File: src/rtl/pe_seq_pkg.sv
// Shared defaults, derived widths and state encodings for the PE convolution sequencer.
package pe_seq_pkg;

    localparam int DEF_W      = 8;
    localparam int DEF_K      = 5;
    localparam int DEF_DIM    = 8;
    localparam int DEF_PE_LAT = 6;
    localparam int DEF_GAP    = 20;

    localparam int CW  = $clog2(DEF_DIM);
    localparam int WCW = $clog2(DEF_K * DEF_K + 1);
    localparam int PCW = $clog2(DEF_DIM * DEF_DIM + 1);

    localparam logic [2:0] ST_IDLE   = 3'd0;
    localparam logic [2:0] ST_LOAD_W = 3'd1;
    localparam logic [2:0] ST_GAP    = 3'd2;
    localparam logic [2:0] ST_STREAM = 3'd3;
    localparam logic [2:0] ST_DRAIN  = 3'd4;
    localparam logic [2:0] ST_DONE   = 3'd5;

    typedef enum logic [2:0] {
        S_IDLE   = ST_IDLE,
        S_LOAD_W = ST_LOAD_W,
        S_GAP    = ST_GAP,
        S_STREAM = ST_STREAM,
        S_DRAIN  = ST_DRAIN,
        S_DONE   = ST_DONE
    } seq_state_e;

endpackage

File: src/rtl/pe_seq_delay.sv
// Fixed-depth shift register carrying the {tag,row,col} window tag alongside the PE pipeline.
module pe_seq_delay #(
    parameter int DEPTH = 7,
    parameter int WIDTH = 7
) (
    input  logic             clk,
    input  logic             rst_n,
    input  logic [WIDTH-1:0] din,
    output logic [WIDTH-1:0] dout
);

    logic [WIDTH-1:0] stage_r [DEPTH];

    // Shift one stage per cycle, no enable
    always_ff @(posedge clk or negedge rst_n) begin
        if (!rst_n) begin
            for (int i = 0; i < DEPTH; i++) begin
                stage_r[i] <= '0;
            end
        end else begin
            stage_r[0] <= din;
            for (int i = 1; i < DEPTH; i++) begin
                stage_r[i] <= stage_r[i-1];
            end
        end
    end

    assign dout = stage_r[DEPTH-1];

endmodule

File: src/rtl/pe_conv_sequencer.sv
// Drives one convolution job through the PE: weight load, gap, pixel stream, drain.
// Optional macro SEQ_STALL_CNT_EN adds a saturating bubble counter output stall_cnt.
module pe_conv_sequencer
    import pe_seq_pkg::*;
#(
    parameter int W      = DEF_W,
    parameter int K      = DEF_K,
    parameter int DIM    = DEF_DIM,
    parameter int PE_LAT = DEF_PE_LAT,
    parameter int GAP    = DEF_GAP
) (
    input  logic                    clk,
    input  logic                    rst,
    input  logic                    start,
    input  logic                    wt_valid,
    output logic                    wt_ready,
    input  logic [W-1:0]            wt_data,
    input  logic                    px_valid,
    output logic                    px_ready,
    input  logic [W-1:0]            px_data,
    output logic                    pe_we,
    output logic [W-1:0]            pe_weight_in,
    output logic                    pe_start,
    output logic [W-1:0]            pe_indata,
    output logic                    res_valid,
    output logic [$clog2(DIM)-1:0]  res_row,
    output logic [$clog2(DIM)-1:0]  res_col,
    output logic                    busy,
    output logic                    done
`ifdef SEQ_STALL_CNT_EN
    ,
    output logic [15:0]             stall_cnt
`endif
);

    localparam int NUM_W = K * K;
    localparam int NPX   = DIM * DIM;
    localparam int RCW   = $clog2(DIM);
    localparam int WCW_L = $clog2(NUM_W + 1);
    localparam int PCW_L = $clog2(NPX + 1);
    localparam int GCW   = $clog2(GAP + 1);
    localparam int LCW   = $clog2(PE_LAT + 1);
    localparam int DLW   = 1 + 2 * RCW;

    seq_state_e       state_r, state_n_s;
    logic             wt_ready_r, px_ready_r, busy_r, done_r;
    logic             pe_we_r, pe_start_r;
    logic [W-1:0]     pe_weight_in_r, pe_indata_r;
    logic [WCW_L-1:0] wt_cnt_r;
    logic [PCW_L-1:0] px_cnt_r;
    logic [GCW-1:0]   gap_cnt_r;
    logic [LCW-1:0]   drain_cnt_r;
    logic [RCW-1:0]   row_r, col_r;
    logic             wt_acc_s, px_acc_s, win_s;
    logic [DLW-1:0]   dl_in_s, dl_out_s;

    assign wt_acc_s = wt_valid & wt_ready_r;
    assign px_acc_s = px_valid & px_ready_r;

    // Next-state decode
    always_comb begin
        state_n_s = state_r;
        case (state_r)
            S_IDLE: begin
                if (start) state_n_s = S_LOAD_W;
                else       state_n_s = S_IDLE;
            end
            S_LOAD_W: begin
                if (wt_acc_s && (wt_cnt_r == WCW_L'(NUM_W - 1))) state_n_s = S_GAP;
                else                                            state_n_s = S_LOAD_W;
            end
            S_GAP: begin
                if (gap_cnt_r == GCW'(GAP - 1)) state_n_s = S_STREAM;
                else                            state_n_s = S_GAP;
            end
            S_STREAM: begin
                if (px_acc_s && (px_cnt_r == PCW_L'(NPX - 1))) state_n_s = S_DRAIN;
                else                                           state_n_s = S_STREAM;
            end
            S_DRAIN: begin
                if (drain_cnt_r == LCW'(PE_LAT - 1)) state_n_s = S_DONE;
                else                                 state_n_s = S_DRAIN;
            end
            S_DONE:  state_n_s = S_IDLE;
            default: state_n_s = S_IDLE;
        endcase
    end

    // State register; handshake/status outputs registered from the next state
    always_ff @(posedge clk or negedge rst) begin
        if (!rst) begin
            state_r    <= S_IDLE;
            wt_ready_r <= 1'b0;
            px_ready_r <= 1'b0;
            busy_r     <= 1'b0;
            done_r     <= 1'b0;
        end else begin
            state_r    <= state_n_s;
            wt_ready_r <= (state_n_s == S_LOAD_W);
            px_ready_r <= (state_n_s == S_STREAM);
            busy_r     <= (state_n_s != S_IDLE);
            done_r     <= (state_n_s == S_DONE);
        end
    end

    // Job counters; IDLE parks them all at zero for the next job
    always_ff @(posedge clk or negedge rst) begin
        if (!rst) begin
            wt_cnt_r    <= '0;
            px_cnt_r    <= '0;
            gap_cnt_r   <= '0;
            drain_cnt_r <= '0;
            row_r       <= '0;
            col_r       <= '0;
        end else if (state_r == S_IDLE) begin
            wt_cnt_r    <= '0;
            px_cnt_r    <= '0;
            gap_cnt_r   <= '0;
            drain_cnt_r <= '0;
            row_r       <= '0;
            col_r       <= '0;
        end else begin
            if (wt_acc_s) wt_cnt_r <= wt_cnt_r + WCW_L'(1);
            if (state_r == S_GAP) gap_cnt_r <= gap_cnt_r + GCW'(1);
            if (state_r == S_DRAIN) drain_cnt_r <= drain_cnt_r + LCW'(1);
            if (px_acc_s) begin
                px_cnt_r <= px_cnt_r + PCW_L'(1);
                if (col_r == RCW'(DIM - 1)) begin
                    col_r <= '0;
                    row_r <= row_r + RCW'(1);
                end else begin
                    col_r <= col_r + RCW'(1);
                end
            end
        end
    end

    // PE pin registers: one-cycle latency from acceptance, data held across bubbles
    always_ff @(posedge clk or negedge rst) begin
        if (!rst) begin
            pe_we_r        <= 1'b0;
            pe_start_r     <= 1'b0;
            pe_weight_in_r <= '0;
            pe_indata_r    <= '0;
        end else begin
            pe_we_r    <= wt_acc_s;
            pe_start_r <= px_acc_s;
            if (wt_acc_s) pe_weight_in_r <= wt_data;
            if (px_acc_s) pe_indata_r    <= px_data;
        end
    end

    // A pixel completing a full KxK window tags the output coordinate of that window
    assign win_s   = px_acc_s && (row_r >= RCW'(K - 1)) && (col_r >= RCW'(K - 1));
    assign dl_in_s = win_s ? {1'b1, row_r - RCW'(K - 1), col_r - RCW'(K - 1)} : '0;

    pe_seq_delay #(
        .DEPTH (1 + PE_LAT),
        .WIDTH (DLW)
    ) u_delay (
        .clk   (clk),
        .rst_n (rst),
        .din   (dl_in_s),
        .dout  (dl_out_s)
    );

    assign res_valid    = dl_out_s[DLW-1];
    assign res_row      = dl_out_s[2*RCW-1:RCW];
    assign res_col      = dl_out_s[RCW-1:0];
    assign wt_ready     = wt_ready_r;
    assign px_ready     = px_ready_r;
    assign busy         = busy_r;
    assign done         = done_r;
    assign pe_we        = pe_we_r;
    assign pe_start     = pe_start_r;
    assign pe_weight_in = pe_weight_in_r;
    assign pe_indata    = pe_indata_r;

`ifdef SEQ_STALL_CNT_EN
    logic [15:0] stall_cnt_r;

    // Saturating count of STREAM bubbles, cleared by an accepted start
    always_ff @(posedge clk or negedge rst) begin
        if (!rst) begin
            stall_cnt_r <= 16'd0;
        end else if ((state_r == S_IDLE) && start) begin
            stall_cnt_r <= 16'd0;
        end else if ((state_r == S_STREAM) && !px_valid && (stall_cnt_r != 16'hFFFF)) begin
            stall_cnt_r <= stall_cnt_r + 16'd1;
        end else begin
            stall_cnt_r <= stall_cnt_r;
        end
    end

    assign stall_cnt = stall_cnt_r;
`endif

endmodule
File: config.mk
export PLATFORM = sky130hd
export DESIGN_NAME = pe_conv_sequencer
export DESIGN_NICKNAME = d
export VERILOG_FILES = /design/src/rtl/pe_seq_pkg.sv /design/src/rtl/pe_seq_delay.sv /design/src/rtl/pe_conv_sequencer.sv
export SDC_FILE = /design/constraint.sdc
export NUM_CORES = 1
export LEC_CHECK = 0
export ABC_CLOCK_PERIOD_IN_PS = 1500
export CELL_PAD_IN_SITES_DETAIL_PLACEMENT = 1
export CELL_PAD_IN_SITES_GLOBAL_PLACEMENT = 1
export CORE_MARGIN = 8
export CORE_UTILIZATION = 43
export DETAILED_ROUTE_END_ITERATION = 10
export HOLD_SLACK_MARGIN = 0.08
export PLACE_DENSITY = 0.87
export SKIP_LAST_GASP = 1
export SLEW_MARGIN = 20
export SYNTH_ARGS = -nofsm -noshare
export SYNTH_HDL_FRONTEND = slang
export SYNTH_SLANG_ARGS = --single-unit
File: constraint.sdc
create_clock -name clk -period 1.5 [get_ports clk]
set_input_delay 0.225 -clock clk [delete_from_list [all_inputs] [get_ports clk]]
set_output_delay 0.225 -clock clk [all_outputs]
set_load 0.05 [all_outputs]
==> out/qor.yml, run 1 <==
outcome: "completed"
grt_usage: 0.142
clk_pin_slew_worst_paths_ns: 0.10
core_area_mm2: 0.00818
p_sw_frac: 0.293
wl_per_cell_um: 16.4
grt_max_degree: 56
grt_pass1_wl_um: 13000
min_path_type: "flop to flop"
drive_gt1_frac: 0.261
regToRegSetupSlack_ns: 0.04
intPower_mw: 3.75
synth_area_mm2: 0.00362
finalNonFillerCells: 469
grt_pass1_vias: 2660
root_buffer: "clkbuf_8"
n_fill_cell: 840
synth-adder-area-share: 0.0311
die_w_um: 108
cp-end-kind: "flop"
synth_compound_gate_area_share: 0.0608
combPwrFrac: 0.128
drt_iter0_markers: 120
p_seq_frac: 0.546
yosysSeqAreaShare: 0.690
power_density_mw_per_mm2: 1150
whs_ns: 0.352
drcViolationCount: 0
avgSynthCellArea_um2: 12.6
setup_viol_count_final: 0
synth_top_family_by_area: "simple AND/OR/NAND/NOR gates"
routed_wl_um: 7690
rows: 33
placed_cells: 447
synth-simple-area-share: 0.140
async_flop_share: 1.00
total_power_mw: 5.30
dp_hpwl_um: 5030
tns_ns: 0
worstHoldPathCells: 0
period_share: 0.974
synth_flop_cell: "dfrtp_1"
numPortBuffers: 49
clk_latency_ns: 0.37
cp_max_fo: 3
stdcell_area_mm2: 0.00460
slew_viol_final: 0
syn_inst: 288
muxShareOfSynthArea: 0.0276
die_h_um: 108
p_switching_mw: 1.55
die_area_mm2: 0.0116
cts_tree: "yes"
r2r_cells: 5
antenna_found_initial: 0
htreeDepth: 3
synth_xor_area_frac: 0.0145
synth-warning-count: 0
synth_edf_count: 0
syn2layout_area_growth_pct: 26.8
ant_nets: 0
power.static_leakage_nw: 2.23
drtPass1Iterations: 4
fin_crit_ns: 1.46
path_class: "flop to flop"
pin_count: 50
final-hold-violation-count: 0
vias_per_cell: 5.11
nets: 389
synth-seq-cells: 100
maxCapViolations: 0
clkPwrFrac: 0.326
fmax_mhz: 684
ir_worst_vdd_mv: 0.644
gp_congestion: 0.768
critPathLaunchType: "flop"
gr-total-overflow: 0
worstPathArrival_ns: 1.73
clkSinkCount: 100
vias: 2396
fin_skew_ns: 0.0121
cts_made_buffers: 9
start_util: 0.443
synth_cell_types: 41
ctsLongestPathBuffers: 2
required_ns: 1.77
num_antenna_cells: 0
dpl_cell_area_mm2: 0.00429
## cell usage after synthesis, types with 2 or more instances
cell type,number,area share
nand2_1,43,0.045
mux2_2,8,0.025
o31ai_1,3,0.0062
nor3_1,4,0.0055
nand3_1,10,0.014
nand2b_1,4,0.0069
buf_2,5,0.0069
a21oi_1,15,0.021
dfrtp_1,100,0.69
o21ai_0,14,0.019
xor2_1,4,0.0097
nor2_1,11,0.011
xnor2_1,2,0.0048
inv_1,10,0.010
and2_1,4,0.0069
buf_4,7,0.014
ha_1,9,0.031
nand4b_1,2,0.0048
nand4_1,3,0.0052
clkbuf_1,3,0.0031
nand3b_1,2,0.0041
or3_1,5,0.0086
or2_2,2,0.0035
## logic make-up after synthesis
| group | count (synthesis) |
|---|---|
| buf+inv | 25 |
| other cells | 1 |
| fa+ha+maj | 9 |
| xor+xnor | 6 |
| compound gates | 38 |
| flops | 100 |
| mux | 9 |
| simple gates | 100 |
## sequential cells by signal (all words and copies together), names as in the netlist, 3 cells and up
name / flops
u_delay.stage_r: 42
pe_indata: 8
pe_weight_in: 8
px_cnt_r: 7
u_delay.dout: 7
gap_cnt_r: 5
wt_cnt_r: 5
col_r: 3
drain_cnt_r: 3
row_r: 3
state_r: 3
## layout by cell type, fill, tap and decap left out, types with 2 or more instances in the layout
master	synthesis	final
nand3_1	10	10
o31ai_2	0	2
conb_1	1	2
nand3b_1	2	2
nor3_1	4	3
nand2b_1	4	4
buf_4	7	49
inv_1	10	10
clkbuf_8	0	9
clkdlybuf4s50_1	0	19
nor2_1	11	11
buf_12	0	5
nand2_1	43	43
dfrtp_2	0	2
xor2_1	4	4
nand4b_1	2	2
xnor2_1	2	2
nand4_1	3	3
or3_1	5	5
dfrtp_1	100	98
a21oi_1	15	15
clkinv_8	0	4
o21ai_0	14	13
ha_1	9	8
mux2_2	8	8
and2_1	4	4
## final timing paths
path / startpoint / endpoint
setup reg to reg: gap_cnt_r[0]$_DFFE_PN0P_ / px_ready$_DFF_PN0_
min in group asynchronous: rst / u_delay.stage_r[38]$_DFF_PN0_
max in group asynchronous: rst / u_delay.stage_r[14]$_DFF_PN0_
hold / removal: u_delay.stage_r[40]$_DFF_PN0_ / u_delay.stage_r[33]$_DFF_PN0_
hold reg to reg: u_delay.stage_r[40]$_DFF_PN0_ / u_delay.stage_r[33]$_DFF_PN0_
setup / recovery: gap_cnt_r[0]$_DFFE_PN0P_ / px_ready$_DFF_PN0_
## cell type report
type,instances,area [um^2],share of cell area
well taps,105,131,0.0286
multi-input cells,164,1040,0.225
flip-flops and latches,100,2500,0.545
clock inverters,7,93.8,0.0204
inverters,10,37.5,0.00817
clock buffers,9,124,0.0270
repair buffers,74,668,0.145
## metal layers
| layer | up-vias | part of all wire | GRT usage | wire length, um |
|---|---|---|---|---|
| met3 | 22 | 0.055 | 0.0413 | 421 |
| li1 | 1105 | - | - | - |
| met4 | 0 | 0.031 | 0.0793 | 238 |
| met1 | 1204 | 0.40 | 0.154 | 3080 |
| met5 | - | 0 | 0 | 0 |
| met2 | 65 | 0.51 | 0.244 | 3950 |
## power groups by stage
stage,combinational [mW],sequential [mW],clock [mW]
finish,0.676,2.89,1.73
global route,0.740,2.91,1.90
floorplan,0.221,3.08,0
global placement,0.644,2.93,0
CTS,0.682,2.89,1.80
detailed placement,0.669,2.95,0
## what timing repair did
item / 4_1_cts / 5_1_grt
buffers inserted: 1 / 4
pin swaps: 0 / 5
gates cloned: 0 / 0
hold endpoints to repair: 100 / 0
resized for setup: 0 / 9
setup endpoints to repair: 2 / 7
hold buffers: 1 / 0
## worst max-delay path, stage by stage, from the launching register on
cell      delay [ns]
dfrtp_1         0.40
ha_1            0.19
nor4bb_2        0.32
buf_4           0.18
nand2_1         0.05
a21oi_1         0.21
## per-stage QoR
step | setup slack [ns] | util
floorplan | 0.0873 | -
global placement | -0.130 | 0.525
detailed placement | -0.201 | 0.525
CTS | 0.00235 | 0.554
global route | -0.0411 | 0.562
finish | 0.0384 | 0.562
Power figures use the tool's default switching activity.
==> run 2: changes to the inputs <==
--- a/config.mk
+++ b/config.mk
@@ -5,11 +5,12 @@
 export SDC_FILE = /design/constraint.sdc
 export NUM_CORES = 1
 export LEC_CHECK = 0
+export ABC_AREA = 1
 export ABC_CLOCK_PERIOD_IN_PS = 1500
 export CELL_PAD_IN_SITES_DETAIL_PLACEMENT = 1
 export CELL_PAD_IN_SITES_GLOBAL_PLACEMENT = 1
 export CORE_MARGIN = 8
-export CORE_UTILIZATION = 43
+export CORE_UTILIZATION = 42
 export DETAILED_ROUTE_END_ITERATION = 10
 export HOLD_SLACK_MARGIN = 0.08
 export PLACE_DENSITY = 0.87
==> run 2 against run 1 <==
  * Setup slack improved by 0.031 ns
  * Sequential cell count unchanged
  * Non-clock buffer count decreased by 1
  * Wire length increased by 3.9%
  * First-iteration DRC count decreased by 53%
  * Clock skew increased by 0.0048 ns
  * Area after synthesis decreased by 1.2%
  * Critical path type unchanged
  * Largest power group unchanged
==> out/qor.yml, run 2 <==
htreeDepth: 3  # unchanged
use_met3: 0.0321  # -0.00919
drcViolationCount: 0  # unchanged
gr-total-overflow: 0  # unchanged
crit_slowest_cell: "dfrtp_1"
clkSinkCount: 100  # unchanged
crit_chain: "ha_1 > inv_1 > nor2_1 > nand3_2 > o21ai_1 > nor2_1 > nand2_1"
whs_ns: 0.346  # -0.00525 ns
min_path_type: "primary input to async pin"
cp-end-kind: "flop"
cts_tree: "yes"
drtPass1Iterations: 4  # unchanged
vias_per_cell: 4.86  # -4.9%
synth_common_cells: "dfrtp_1 (100), nand2_1 (80), inv_1 (31)"
syn_inst: 324  # +13%
power.static_leakage_nw: 2.37  # +6.3%
routed_wl_um: 7990  # +3.9%
dpl_cell_area_mm2: 0.00422  # -1.8%
numPortBuffers: 49  # unchanged
regToRegSetupSlack_ns: 0.07  # +0.03 ns
synthMostInstantiatedCell: "dfrtp_1"
synth_flop_cell: "dfrtp_1"
core_area_mm2: 0.00826  # +1.0%
critPathLaunchType: "flop"
layout_commonest_cell: "dfrtp_1"
maxCapViolations: 0  # unchanged
busiest_layer: "met2"
synth_area_leaders: "dfrtp_1 (70%), nand2_1 (8.4%), inv_1 (3.2%), ha_1 (3.1%), nor2_1 (2.7%)"
synth_edf_count: 0  # unchanged
dp_hpwl_um: 5660  # +12%
fmax_mhz: 699  # +2.2%
die_h_um: 108  # +0.49%
synth_cell_types: 31  # -24%
period_share: 0.953  # -0.0210
wl_per_cell_um: 15.7  # -4.1%
die_w_um: 108  # +0.49%
synth_area_mm2: 0.00358  # -1.2%
async_flop_share: 1.00  # unchanged
cp_max_fo: 3  # unchanged
avgSynthCellArea_um2: 11.1  # -12%
drive_gt1_frac: 0.208  # -0.0526
critPathBufInv: 1  # unchanged
rows: 33  # unchanged
final_cell_mix: "dfrtp_1 (100), nand2_1 (79), buf_4 (49), inv_1 (31), nor2_1 (25)"
vias: 2467  # +3.0%
synth_top_area_frac: 0.699  # +0.00844
worstPathArrival_ns: 1.73  # about the same
largest_reg_flops: 42  # unchanged
largest-register: "u_delay.stage_r"
synth_top_cell_by_area: "dfrtp_1"
synth-seq-cells: 100  # unchanged
yosysSeqAreaShare: 0.699  # +0.00844
cts_made_buffers: 9  # unchanged
use_met1: 0.160  # +0.00610
grt_usage: 0.144  # +0.00187
ant_nets: 0  # unchanged
drt_iter0_markers: 57  # -53%
required_ns: 1.80  # +0.03 ns
grt_pass1_vias: 2686  # +0.98%
path_class: "flop to flop"
crit_family: "simple AND/OR/NAND/NOR gates"
clk_pin_slew_worst_paths_ns: 0.11  # about the same
setup_viol_count_final: 0  # unchanged
antenna_found_initial: 0  # unchanged
nets: 428  # +10%
gp_congestion: 0.750  # -2.4%
die_area_mm2: 0.0117  # +0.98%
root_buffer: "clkbuf_8"
grt_pass1_wl_um: 13000  # +0.48%
total_power_mw: 7.63  # +44%
fin_skew_ns: 0.0169  # +0.00478 ns
max_stage_delay_ns: 0.39  # about the same
ir_worst_vdd_mv: 0.989  # +54%
synth-warning-count: 0  # unchanged
outcome: "completed"
num_antenna_cells: 0  # unchanged
power_density_mw_per_mm2: 1690  # +47%
crit_path_frequent_cell: "nor2_1"
fin_crit_ns: 1.43  # -0.0314 ns
ctsLongestPathBuffers: 2  # unchanged
pin_count: 50  # unchanged
final-hold-violation-count: 0  # unchanged
grtUsageMet2: 0.256  # +0.0125
slew_viol_final: 0  # unchanged
grt_max_degree: 39  # -30%
start_util: 0.434  # -0.00974
clk_latency_ns: 0.37  # about the same
syn2layout_area_growth_pct: 26.1
stdcell_area_mm2: 0.00452  # -1.7%
-- run 2: final timing paths --
kind | startpoint | to | cells after the start
min in group clk | u_delay.stage_r[26]$_DFF_PN0_ | u_delay.stage_r[19]$_DFF_PN0_ | 0
max in group asynchronous | rst | gap_cnt_r[4]$_DFFE_PN0P_ | 3
hold reg to reg | u_delay.stage_r[26]$_DFF_PN0_ | u_delay.stage_r[19]$_DFF_PN0_ | 0
hold / removal | rst | done$_DFF_PN0_ | 2
setup / recovery | px_cnt_r[1]$_DFFE_PN0P_ | busy$_DFF_PN0_ | 7
setup reg to reg | px_cnt_r[1]$_DFFE_PN0P_ | busy$_DFF_PN0_ | 7
-- run 2: cells by family after synthesis --
group           share of synthesized area
simple gates                        0.159
flops                               0.699
buf+inv                            0.0580
compound gates                     0.0517
fa+ha+maj                          0.0314
other cells                       0.00105
-- run 2: cell type report --
type,count,area (um^2)
clock buffers,9,124
clock inverters,7,80.1
fillers,913,3740
inverters,35,131
multi-input cells,179,900
flip-flops and latches,100,2500
well taps,105,131
repair buffers,73,648
-- run 2: metrics by stage --
| step | std cells | worst slack (ns) | setup TNS (ns) | utilization |
|---|---|---|---|---|
| final | 508 | 0.0699 | 0 | 0.547 |
| after detailed placement | 483 | -0.108 | -0.392 | 0.511 |
| after global placement | 483 | -0.0140 | -0.0140 | 0.511 |
| after floorplan | 325 | 0.0350 | 0 | - |
| after CTS | 500 | 0.0499 | 0 | 0.537 |
| after global routing | 508 | -0.0626 | -0.0821 | 0.547 |
-- run 2: report_power, final --
group	internal (mW)	leakage [nW]	switching, mW
sequential	3.09	1.32	0.288
clock	0.663	0.0994	1.03
combinational	0.885	0.955	1.67
-- run 2: routing by layer --
metal  part of all wire  routed length, um  vias to the layer above
met5                  0                  0                        -
li1                   -                  -                     1162
met2               0.54               4280                       40
met4              0.019                150                        0
met1               0.41               3240                     1256
met3              0.039                312                        9
-- run 2: what timing repair did --
item                                    CTS  global route
endpoints found under the hold margin    32             0
buffers inserted                          0             8
resized for setup                         0             6
hold buffers                              1             0
endpoints found under the setup margin    0             4
